--- src/rtl/alu_issue_pkg.sv ---
// Shared definitions for the ALU command issuer: opcode encodings,
// number of legal opcodes and the response flag bundle.
package alu_issue_pkg;

    localparam logic [3:0] OP_SLT  = 4'd0;
    localparam logic [3:0] OP_NOR  = 4'd1;
    localparam logic [3:0] OP_SLL  = 4'd2;
    localparam logic [3:0] OP_SUB  = 4'd3;
    localparam logic [3:0] OP_SLTU = 4'd4;
    localparam logic [3:0] OP_SEQ  = 4'd5;
    localparam logic [3:0] OP_OR   = 4'd6;
    localparam logic [3:0] OP_MAX  = 4'd7;
    localparam logic [3:0] OP_NAND = 4'd8;
    localparam logic [3:0] OP_SRA  = 4'd9;
    localparam logic [3:0] OP_MUL  = 4'd10;
    localparam logic [3:0] OP_SNE  = 4'd11;

    localparam int NUM_OPS = 12;

    // Field widths of the default configuration.
    localparam int DEF_WIDTH   = 8;
    localparam int DEF_SHIFT_W = 5;
    localparam int DEF_OPC_W   = 4;
    localparam int DEF_TAG_W   = 4;
    localparam int DEF_CNT_W   = 16;

    // Status flags carried alongside every response.
    typedef struct packed {
        logic carry;
        logic zero;
        logic sign;
        logic err;
    } rsp_flags_t;

endpackage

--- src/rtl/alu_issue_fixup.sv ---
// Combinational result/flag fixup: compare opcodes are evaluated locally,
// illegal opcodes are forced to zero with err set, and the SUB borrow is
// reconstructed because the ALU itself does not report it.
module alu_issue_fixup
    import alu_issue_pkg::*;
#(
    parameter int WIDTH = DEF_WIDTH,
    parameter int OPC_W = DEF_OPC_W
) (
    input  logic [OPC_W-1:0] opcode,
    input  logic [WIDTH-1:0] a,
    input  logic [WIDTH-1:0] b,
    input  logic [WIDTH-1:0] alu_result,
    output logic [WIDTH-1:0] result,
    output rsp_flags_t       flags
);

    // Select final result, then derive flags from it.
    always_comb begin
        result      = alu_result;
        flags.err   = 1'b0;
        flags.carry = 1'b0;
        if (opcode >= OPC_W'(NUM_OPS)) begin
            result    = '0;
            flags.err = 1'b1;
        end else begin
            case (opcode)
                OP_SLT:  result = {{(WIDTH-1){1'b0}}, ($signed(a) < $signed(b))};
                OP_SLTU: result = {{(WIDTH-1){1'b0}}, (a < b)};
                OP_SEQ:  result = {{(WIDTH-1){1'b0}}, (a == b)};
                OP_SNE:  result = {{(WIDTH-1){1'b0}}, (a != b)};
                default: result = alu_result;
            endcase
            flags.carry = (opcode == OP_SUB) && (a < b);
        end
        flags.zero = (result == '0);
        flags.sign = result[WIDTH-1];
    end

endmodule

--- src/rtl/alu_cmd_issuer.sv ---
// Two-stage command issuer for the combinational ALU.
// Stage 1 holds the accepted command and drives the ALU; stage 2 holds the
// fixed-up response. Optional feature macro: ALU_ISSUE_FWD_EN (operand A
// forwarding from the previous result).
// Handshake: a transfer happens on a cycle where valid & ready are both 1;
// a producer keeps valid and payload stable until that cycle, and ready
// never depends on the same side's valid.
module alu_cmd_issuer
    import alu_issue_pkg::*;
#(
    parameter int WIDTH   = DEF_WIDTH,
    parameter int SHIFT_W = DEF_SHIFT_W,
    parameter int OPC_W   = DEF_OPC_W,
    parameter int TAG_W   = DEF_TAG_W,
    parameter int CNT_W   = DEF_CNT_W
) (
    input  logic               clk,
    input  logic               rst_n,
    input  logic               cmd_valid,
    output logic               cmd_ready,
    input  logic [OPC_W-1:0]   cmd_opcode,
    input  logic [WIDTH-1:0]   cmd_a,
    input  logic [WIDTH-1:0]   cmd_b,
    input  logic [SHIFT_W-1:0] cmd_shift,
    input  logic [TAG_W-1:0]   cmd_tag,
    input  logic               cmd_fwd,
    output logic [OPC_W-1:0]   alu_opcode,
    output logic [WIDTH-1:0]   alu_input1,
    output logic [WIDTH-1:0]   alu_input2,
    output logic [SHIFT_W-1:0] alu_shift,
    input  logic [WIDTH-1:0]   alu_result,
    output logic               rsp_valid,
    input  logic               rsp_ready,
    output logic [WIDTH-1:0]   rsp_result,
    output logic               rsp_carry,
    output logic               rsp_zero,
    output logic               rsp_sign,
    output logic               rsp_err,
    output logic [TAG_W-1:0]   rsp_tag,
    output logic [CNT_W-1:0]   op_count
);

    logic               s1_valid;
    logic [OPC_W-1:0]   s1_opcode;
    logic [WIDTH-1:0]   s1_a;
    logic [WIDTH-1:0]   s1_b;
    logic [SHIFT_W-1:0] s1_shift;
    logic [TAG_W-1:0]   s1_tag;
    logic [WIDTH-1:0]   eff_a;
    logic [WIDTH-1:0]   fix_result;
    rsp_flags_t         fix_flags;
    rsp_flags_t         rsp_flags;
    logic               advance1;
    logic               advance2;
    logic               accept;

    assign advance2  = !rsp_valid || rsp_ready;
    assign advance1  = s1_valid && advance2;
    assign cmd_ready = !s1_valid || advance2;
    assign accept    = cmd_valid && cmd_ready;

`ifdef ALU_ISSUE_FWD_EN
    logic             s1_fwd;
    logic [WIDTH-1:0] last_result;

    assign eff_a = s1_fwd ? last_result : s1_a;

    // Forward flag follows the command; last_result tracks every issued result.
    always_ff @(posedge clk or negedge rst_n) begin
        if (!rst_n) begin
            s1_fwd      <= 1'b0;
            last_result <= '0;
        end else begin
            if (accept)   s1_fwd      <= cmd_fwd;
            if (advance1) last_result <= fix_result;
        end
    end
`else
    logic unused_fwd;
    assign unused_fwd = cmd_fwd;
    assign eff_a      = s1_a;
`endif

    assign alu_opcode = s1_opcode;
    assign alu_input1 = eff_a;
    assign alu_input2 = s1_b;
    assign alu_shift  = s1_shift;

    alu_issue_fixup #(
        .WIDTH (WIDTH),
        .OPC_W (OPC_W)
    ) u_fixup (
        .opcode     (s1_opcode),
        .a          (eff_a),
        .b          (s1_b),
        .alu_result (alu_result),
        .result     (fix_result),
        .flags      (fix_flags)
    );

    // Stage 1: payload loads only on accept so the ALU inputs stay put when idle.
    always_ff @(posedge clk or negedge rst_n) begin
        if (!rst_n) begin
            s1_valid  <= 1'b0;
            s1_opcode <= '0;
            s1_a      <= '0;
            s1_b      <= '0;
            s1_shift  <= '0;
            s1_tag    <= '0;
        end else if (accept) begin
            s1_valid  <= 1'b1;
            s1_opcode <= cmd_opcode;
            s1_a      <= cmd_a;
            s1_b      <= cmd_b;
            s1_shift  <= cmd_shift;
            s1_tag    <= cmd_tag;
        end else if (advance1) begin
            s1_valid  <= 1'b0;
        end
    end

    // Stage 2: capture the fixed-up response whenever stage 1 advances.
    always_ff @(posedge clk or negedge rst_n) begin
        if (!rst_n) begin
            rsp_valid  <= 1'b0;
            rsp_result <= '0;
            rsp_flags  <= '0;
            rsp_tag    <= '0;
        end else if (advance2) begin
            rsp_valid <= s1_valid;
            if (s1_valid) begin
                rsp_result <= fix_result;
                rsp_flags  <= fix_flags;
                rsp_tag    <= s1_tag;
            end
        end
    end

    // Completed-response counter, wraps naturally.
    always_ff @(posedge clk or negedge rst_n) begin
        if (!rst_n) begin
            op_count <= '0;
        end else if (rsp_valid && rsp_ready) begin
            op_count <= op_count + 1'b1;
        end
    end

    assign rsp_carry = rsp_flags.carry;
    assign rsp_zero  = rsp_flags.zero;
    assign rsp_sign  = rsp_flags.sign;
    assign rsp_err   = rsp_flags.err;

endmodule

--- config.mk ---
export PLATFORM = sky130hd
export DESIGN_NAME = alu_cmd_issuer
export DESIGN_NICKNAME = d
export VERILOG_FILES = /design/src/rtl/alu_issue_pkg.sv /design/src/rtl/alu_issue_fixup.sv /design/src/rtl/alu_cmd_issuer.sv
export SDC_FILE = /design/constraint.sdc
export NUM_CORES = 1
export LEC_CHECK = 0
export ABC_AREA = 0
export CAP_MARGIN = 20
export CELL_PAD_IN_SITES_DETAIL_PLACEMENT = 1
export CELL_PAD_IN_SITES_GLOBAL_PLACEMENT = 1
export CORE_MARGIN = 4
export CORE_UTILIZATION = 27
export DETAILED_ROUTE_END_ITERATION = 8
export PLACE_DENSITY = 0.68
export SLEW_MARGIN = 20
export SYNTH_ARGS = -nofsm -noshare
export SYNTH_HDL_FRONTEND = slang
export SYNTH_SLANG_ARGS = --single-unit
--- constraint.sdc ---
create_clock -name clk -period 1.5 [get_ports clk]
set_input_delay 0.225 -clock clk [delete_from_list [all_inputs] [get_ports clk]]
set_output_delay 0.225 -clock clk [all_outputs]
set_load 0.005 [all_outputs]
# --- After elaboration in Yosys (flattened, before gate mapping) ---
# Index checks and enable logic that the tools add are counted.
# Widths: inputs -> output; s select.
totals:
  regBits: 63
  input_bits: 42
  word_cells: 42
op_classes:
  addsub: 1
  magnitude_cmp: 3
  eq_ne: 6
  mux: 6
  reduce_logical: 12
op_table:
  columns: ["operator", "count"]
  rows:
  - ["$pmux 8 s4", 1]
  - ["$add 16x1->16 const B", 1]
  - ["$lt 8x8->1", 2]
  - ["$eq 4x3->1 const B", 2]
  - ["$eq 8x8->1", 1]
  - ["$logic_not 8->1", 1]
  - ["$mux 8", 1]
  - ["$ne 8x8->1", 1]
  - ["$eq 4x2->1 const B", 1]
  - ["$eq 4x4->1 const B", 1]
  - ["$ge 4x4->1 const B", 1]
  - ["$logic_and 1x1->1", 4]
  - ["$logic_not 4->1", 1]
  - ["$mux 1", 4]
  - ["$logic_not 1->1", 2]
  - ["$logic_or 1x1->1", 2]
  - ["$reduce_and 2->1", 1]
  - ["$reduce_bool 2->1", 1]

# --- Logic depth before layout (Yosys ltp) ---
depth:
  ltp_word: 5
  depth_mapped: 7

# --- Cells and area by module ---
# From an unflattened synthesis, not the netlist that was laid out.
hier_totals:
  cells_unflattened: 220
  hier_area_um2: 2896.5
by_module_without_submodules:
  columns: ["module", "instances", "cells_each", "area_per_inst_um2", "seq_area_each_um2"]
  rows:
  - ["alu_cmd_issuer", 1, 157, 2488.6, 1576.5]
  - ["alu_issue_fixup", 1, 63, 407.9, 0.0]

# --- Least setup slack after synthesis ---
# OpenSTA, ideal clock, no wires.
synth_timing:
  path_type: "register -> register"
  from: "reg s1_a[7], in the netlist alu_input1[7]"
  to: "reg rsp_result[0]"
  arrival_ps: 1576
  t_required_ps: 1381
  setup_slack_ps: -195
  stages_incl_launch_ff: 7
  cell_sequence: "dfrtp_1 ha_1 nand4_1 or3_1 a31oi_1 o21ai_1 and2_1"
synth_via:
  elab_chain_len: 3
synth_rtl:
  columns: ["item", "line", "source"]
  rows:
  - ["start, declared", "alu_cmd_issuer.sv:45", "logic [WIDTH-1:0] s1_a;"]
  - ["start signal, assigned", "alu_cmd_issuer.sv:113", "s1_a <= cmd_a;"]
  - ["$lt 8x8->1 (tied with other cells)", "alu_issue_fixup.sv:29", "OP_SLTU: result = {{(WIDTH-1){1'b0}}, (a < b)};"]
  - ["$pmux 8 s4 (*)", "alu_issue_fixup.sv:27", "case (opcode)"]
  - ["$mux 8 (*)", "alu_issue_fixup.sv:23", "if (opcode >= OPC_W'(NUM_OPS)) begin"]
  - ["end signal, assigned", "alu_cmd_issuer.sv:132", "rsp_result <= fix_result;"]
  - ["end, declared", "alu_cmd_issuer.sv:34", "output logic [WIDTH-1:0] rsp_result,"]
# Every way passes the cells marked *; elsewhere a longest branch is shown, timed or not.
# A chain may end at the register's enable or synchronous reset.

# --- Final worst setup path ---
layout_timing:
  from: "reg s1_a[6], in the netlist alu_input1[6]"
  to: "reg rsp_result[0]"
# The elaborated chain is that of the path after synthesis.

==> run metrics <==
clock transition at the registers of the reported paths ~0.070 ns; Syn Nets between 200 and 300; Top FF cell, synth dfrtp_1; max cap viols 0; Lkg Pwr roughly 2.2 nW; worst slew pin tran about 0.55 ns; fin worst setup slack -0.1789 ns; syn avg cell area 11.52 µm²; Hold Slack roughly 0.41 ns; root buf cell clkbuf_8; Antenna diodes 0; fmax 0.5956 GHz; status finished, violations left; Port Buf Inserts just under 100; Final Hold Vio Count 0; Die Area around 0.012 mm²; die height 109.0 µm; Cell Area, Synth 0.002753 mm²; Post-Synthesis Cells about 240; minimum clock period roughly 1.7 ns; Arrival @ worst endpoint 1.90 ns; max-slew violations 0; drt first pass iters 4; crit-path max FO 2; initial cell density of the core 0.2790; drt wl/cell roughly 14 µm; Total GRT Usage 0.1417; Netlist cell types 36; CTS Sinks 62; element type at the critical path end register; number of synthesized flops with an enable pin 0; hold crit path type in2async; Nets 471; type of the worst setup path reg2reg; Core Region a little under 0.01 mm²; fin crit share 1.119; ANT nets after route 0; grt total ovfl 0; DP HPWL 5959 µm; Layout area overhead 74.59%; clk_lat worst skew roughly 0.34 ns; largest net degree at the start of global routing 23; fraction of layout cells with a size suffix above 1 0.3050; worst-case clock buffer depth 2; Finished Layout Cells about 560; CTS tree done; Std-Cell Rows 36; Final Skew 0.01240 ns; Inst Count DP between 500 and 600; Synth Warn # 0; total length of routed wires a little under 8000 µm; initial antenna violation count 0; Final setup violation count 3; first-pass GRT wire length about 13000 µm; Iteration-0 DRC Markers 43; PD cells 1175 mW/mm²; nature of the critical path startpoint register; ys async rst share 1.000; sequential share of the synthesized area 0.5636; Seq cells post-synth 62; Remaining DRCs 0; Slew headroom 0.6318; VDD IR max 0.3903 mV; Final GP Congestion 0.6874; CTS Buf Count 9; data required time of the worst path around 1.7 ns; Die W around 110 µm; io pins a little over 100; RSZ-0062 raised after global routing true; Layout Utilization 0.4872; failing checks negative setup slack; H-tree Lvls 3; via count roughly 2500; Vias/cell between 4 and 5; vias in the first global route ~2700
[flip-flops by register name, summed over array words and instances (netlist names)]
name        count
rsp_valid       1
alu_input2      8
rsp_err         1
rsp_zero        1
alu_shift       5
rsp_result      8
alu_opcode      4
op_count       16
rsp_tag         4
rsp_carry       1
s1_tag          4
alu_input1      8
s1_valid        1
[metrics by stage]
stage	instance area, µm²	power (W)	setup slack (ns)	TNS [ns]
after floorplan	2765	0.002761	-0.06456	-0.08272
after global placement	4277	0.003902	-0.3312	-9.406
after detailed placement	4277	0.003952	-0.3510	-9.638
after CTS	4682	0.005650	-0.2236	-0.3644
after global routing	4806	0.006040	-0.2529	-0.5800
final	4806	0.005645	-0.1789	-0.2990
[report_power, final]
part	internal [W]	switching [W]	total (W)
combinational	0.00117	0.000720	0.00189
sequential	0.00196	0.000180	0.00214
clock	0.000960	0.000655	0.00161
[placed cells by master, fill, tap and decap left out, types with 2 or more instances in the layout]
cell type and n:
o21ai_1 2, inv_1 6, clkdlybuf4s15_1 2, buf_4 67, buf_6 6, and2_1 2, xnor2_1 11, nand2b_1 3
buf_12 4, o21ai_0 10, nor2_1 6, nand3_1 7, nor2_2 2, xor2_1 4, mux2_2 13, ha_4 5
nand2_1 39, a21oi_1 2, and4_1 2, a21oi_2 2, bufinv_16 2, nor4_1 2, inv_2 3, ha_1 4
o211ai_1 4, clkbuf_2 5, dfrtp_1 61, dlymetal6s2s_1 3, clkbuf_8 10, mux2_1 17, dlygate4sd2_1 21, nand4_1 6
or3_1 2, clkdlybuf4s50_1 67
[worst max-delay path: stages (launching register included)]
cell	delay, ns
dfrtp_1	0.42
ha_4	0.29
nand4_1	0.12
or3_1	0.38
a31oi_2	0.15
o21ai_2	0.09
and2_1	0.14
[synthesized netlist by cell type (3+ instances only)]
cell	count	area share
xnor2_1	11	0.035
nor2_1	8	0.011
nand3_1	7	0.013
nand2_1	39	0.053
clkbuf_1	3	0.0041
o211ai_1	4	0.011
mux2_2	13	0.053
nand2b_1	3	0.0068
nand4_1	6	0.014
mux2_1	17	0.070
dfrtp_1	62	0.56
ha_1	9	0.041
o21ai_0	11	0.020
a21oi_1	5	0.0091
inv_1	9	0.012
xor2_1	4	0.013
[routing by layer]
metal,vias up,track usage,wire length (µm)
met4,0,0.04599,125
met2,58,0.2518,4242
met3,10,0.03848,420
met5,-,0,0
li1,1187,-,-
met1,1203,0.1646,3131
[layout make-up]
| type | instances | area, µm² |
|---|---|---|
| fill | 1089 | 5059 |
| timing repair buffer | 177 | 1603 |
| sequential | 62 | 1553 |
| multi-input combinational | 161 | 1240 |
| tap | 133 | 166.4 |
| clock buffer | 10 | 137.6 |
| clock inverter | 4 | 72.57 |
| inverter | 9 | 33.78 |
[cell families (layout without fill, tap and decap cells)]
| kind of cell | after synthesis | count (layout) | synth area share |
|---|---|---|---|
| AOI/OAI and AO/OA | 26 | 26 | 0.05500 |
| xor gates and xnor gates | 15 | 15 | 0.04773 |
| adders and majority gates | 9 | 9 | 0.04091 |
| buffers and inverters | 16 | 200 | 0.02545 |
| DFF | 62 | 62 | 0.5636 |
| muxes | 30 | 30 | 0.1227 |
| and+or+nand+nor | 81 | 81 | 0.1445 |
[final timing paths]
check / endpoint / cells after the start / slack (ns) / startpoint
min in group clk: s1_valid$_DFFE_PN0P_ / 4 / 0.47 / rsp_ready
max reg2reg: rsp_result[0]$_DFFE_PN0P_ / 6 / -0.18 / alu_input1[6]$_DFFE_PN0P_
max in group asynchronous: alu_shift[4]$_DFFE_PN0P_ / 3 / 0.56 / rst_n
min reg2reg: rsp_tag[0]$_DFFE_PN0P_ / 2 / 0.47 / s1_tag[0]$_DFFE_PN0P_
max: rsp_result[0]$_DFFE_PN0P_ / 6 / -0.18 / alu_input1[6]$_DFFE_PN0P_
min: rsp_result[2]$_DFFE_PN0P_ / 2 / 0.41 / rst_n
[what timing repair did]
action | CTS | global route
endpoints found under the hold margin | 19 | 0
endpoints found under the setup margin | 39 | 18
setup buffers | 21 | 10
gates resized for setup | 40 | 27
hold buffers | 1 | 0
pin swaps | 6 | 7
Note: power is estimated with default switching activity, not from simulation.
==> RTL change, RTL diff (config.mk and constraints unchanged) <==
The option `ALU_ISSUE_FWD_EN` is turned on by a define.
--- a/src/rtl/alu_cmd_issuer.sv
+++ b/src/rtl/alu_cmd_issuer.sv
@@ -5,6 +5,8 @@
 // Handshake: a transfer happens on a cycle where valid & ready are both 1;
 // a producer keeps valid and payload stable until that cycle, and ready
 // never depends on the same side's valid.
+`define ALU_ISSUE_FWD_EN
+
 module alu_cmd_issuer
     import alu_issue_pkg::*;
 #(
Formal check against the unedited RTL: not equivalent (a bounded check fails within 4 cycles, from zero or initial values and one cycle with rst_n low).
==> RTL change against the unedited design <==
The run still ends with negative setup slack left. Wire length rose by 15%. Sequential cell count rose by 1. Maximum frequency fell by 21%. Worst setup slack got worse by 460 ps. Synthesized area rose by 5.4%. Count of clock-buffer cells in the layout did not move. Design area rose by 5.8%. Total power rose by 9.6%.
==> RTL change: results (changes against the unedited design) <==
* Synth top area cells: dfrtp_1 54%, mux2_2 15%, nand2_1 5.2%
* Detailed Routing Iterations Pass 1 at 5 (+1)
* Via count at 2566 (+4.4%)
* Final setup vio count at 13 (+10)
* Slack of the critical path at -637 ps (-458 ps)
* Number of antenna violations at the first check in global routing at 0 (unchanged)
* Filler Cells Inserted at 1144 (+5.1%)
* FF-to-FF Start: s1_fwd
* Mapped Avg Cell Area at 11.8 µm² (+2.8%)
* Hold WS at 422 ps (+10.6 ps)
* Final RePlAce weighted congestion at 0.858 (+25%)
* Synth cell types at 38 (+5.6%)
* Wire length of the first global-routing pass at 14.6 mm (+11%)
* Detailed Place HPWL at 6.37 mm (+6.9%)
* Failing checks: negative setup slack
* Setup TNS at -3610 ps (-3310 ps)
* Layout Cells excl Fill at 567 (+2.0%)
* Data arrival, critical path at 2410 ps (+510 ps)
* Leakage at 2.38 nW (+8.2%)
* Placed cell count at 519 (+1.8%)
* R2R cell count at 8 (+2)
* Synth top cells by count: 63 x dfrtp_1, 40 x nand2_1, 38 x mux2_2, 11 x xnor2_1
* Switching share of power at 0.305 (+0.0299)
* Vias in the first global route at 2898 (+5.7%)
* Outcome: finished, violations left
* Nets@finish at 477 (+1.3%)
* Syn Nets at 296 (+2.1%)
* Largest net degree at the start of global routing at 64 (+180%)
* Worst slack, placed at -632 ps (-281 ps)
* Reg2reg end: last_result[0]
* Maximum VDD drop at 653 µV (+67%)
* Measured slew at the worst slew-check pin at 355 ps (-197 ps)
* PortBufs at 100 (+1.0%)
* Share of cells above drive strength 1 at 0.394 (+0.0895)
* Register area share after synthesis at 0.544 (-0.0201)
* Initial drt markers at 49 (+14%)
* Clock Skew at 10.7 ps (-1.70 ps)
* GRT Resource Usage Total at 0.148 (+0.00589)
* CP max FO at 8 (+6)
[RTL change: area by class of cell]
cell class	instances	area share
clock inverter	6	0.0138
sequential	63	0.311
tap	136	0.0335
inverter	9	0.00665
timing repair buffer	179	0.325
clock buffer	10	0.0271
multi-input combinational	164	0.284
[RTL change: timing repair]
item	4_1_cts	5_1_grt
hold buffers	1	0
resized for setup	56	42
setup buffers	25	9
endpoints found under the setup margin	49	39
pin swaps	3	5
hold endpoints to repair	63	0
[RTL change: how the worst max path moves through the flow]
stage / to / start
6_report: last_result[0] / s1_fwd
5_1_grt: last_result[0] / s1_fwd
4_1_cts: rsp_zero / s1_fwd
3_5_place_dp: rsp_zero / s1_fwd
3_3_place_gp: rsp_zero / s1_fwd
2_1_floorplan: rsp_zero / s1_fwd
[RTL change: worst max-delay path, cell delays in order (launching register included)]
cell       delay [ps]
dfrtp_1           410
buf_12            160
mux2_4            320
ha_4              270
nand4_1           150
o2111ai_2         230
o31ai_2           120
a2111oi_4         240
o32a_1            190
[RTL change: cells by family (layout without fill, tap and decap cells)]
group | Yosys count | in the layout | share of synthesized area
and+or+nand+nor | 74 | 74 | 0.125
muxes | 40 | 40 | 0.154
buffers and inverters | 18 | 204 | 0.0267
xor gates and xnor gates | 15 | 15 | 0.0453
DFF | 63 | 63 | 0.544
adders and majority gates | 9 | 9 | 0.0388
AOI/OAI and AO/OA | 26 | 26 | 0.0660
[RTL change: per-stage QoR]
stage,instance area (µm²),power (W)
2_1_floorplan,3000,0.00306
3_3_place_gp,4500,0.00434
3_5_place_dp,4500,0.00441
4_1_cts,4910,0.00611
5_1_grt,5080,0.00661
6_report,5080,0.00619
[RTL change: layer usage]
metal | vias to the layer above | track usage | share of wire
li1 | 1211 | - | -
met5 | - | 0 | 0
met3 | 15 | 0.0375 | 0.045
met4 | 0 | 0.0600 | 0.021
met2 | 71 | 0.245 | 0.50
met1 | 1269 | 0.183 | 0.44
[RTL change: power groups by stage]
| stage | clock network, W | registers, W | logic (W) |
|---|---|---|---|
| after floorplan | 0 | 0.00226 | 0.000798 |
| after global placement | 0 | 0.00225 | 0.00209 |
| after detailed placement | 0 | 0.00226 | 0.00215 |
| after CTS | 0.00161 | 0.00219 | 0.00231 |
| after global routing | 0.00171 | 0.00223 | 0.00268 |
| final | 0.00155 | 0.00218 | 0.00245 |
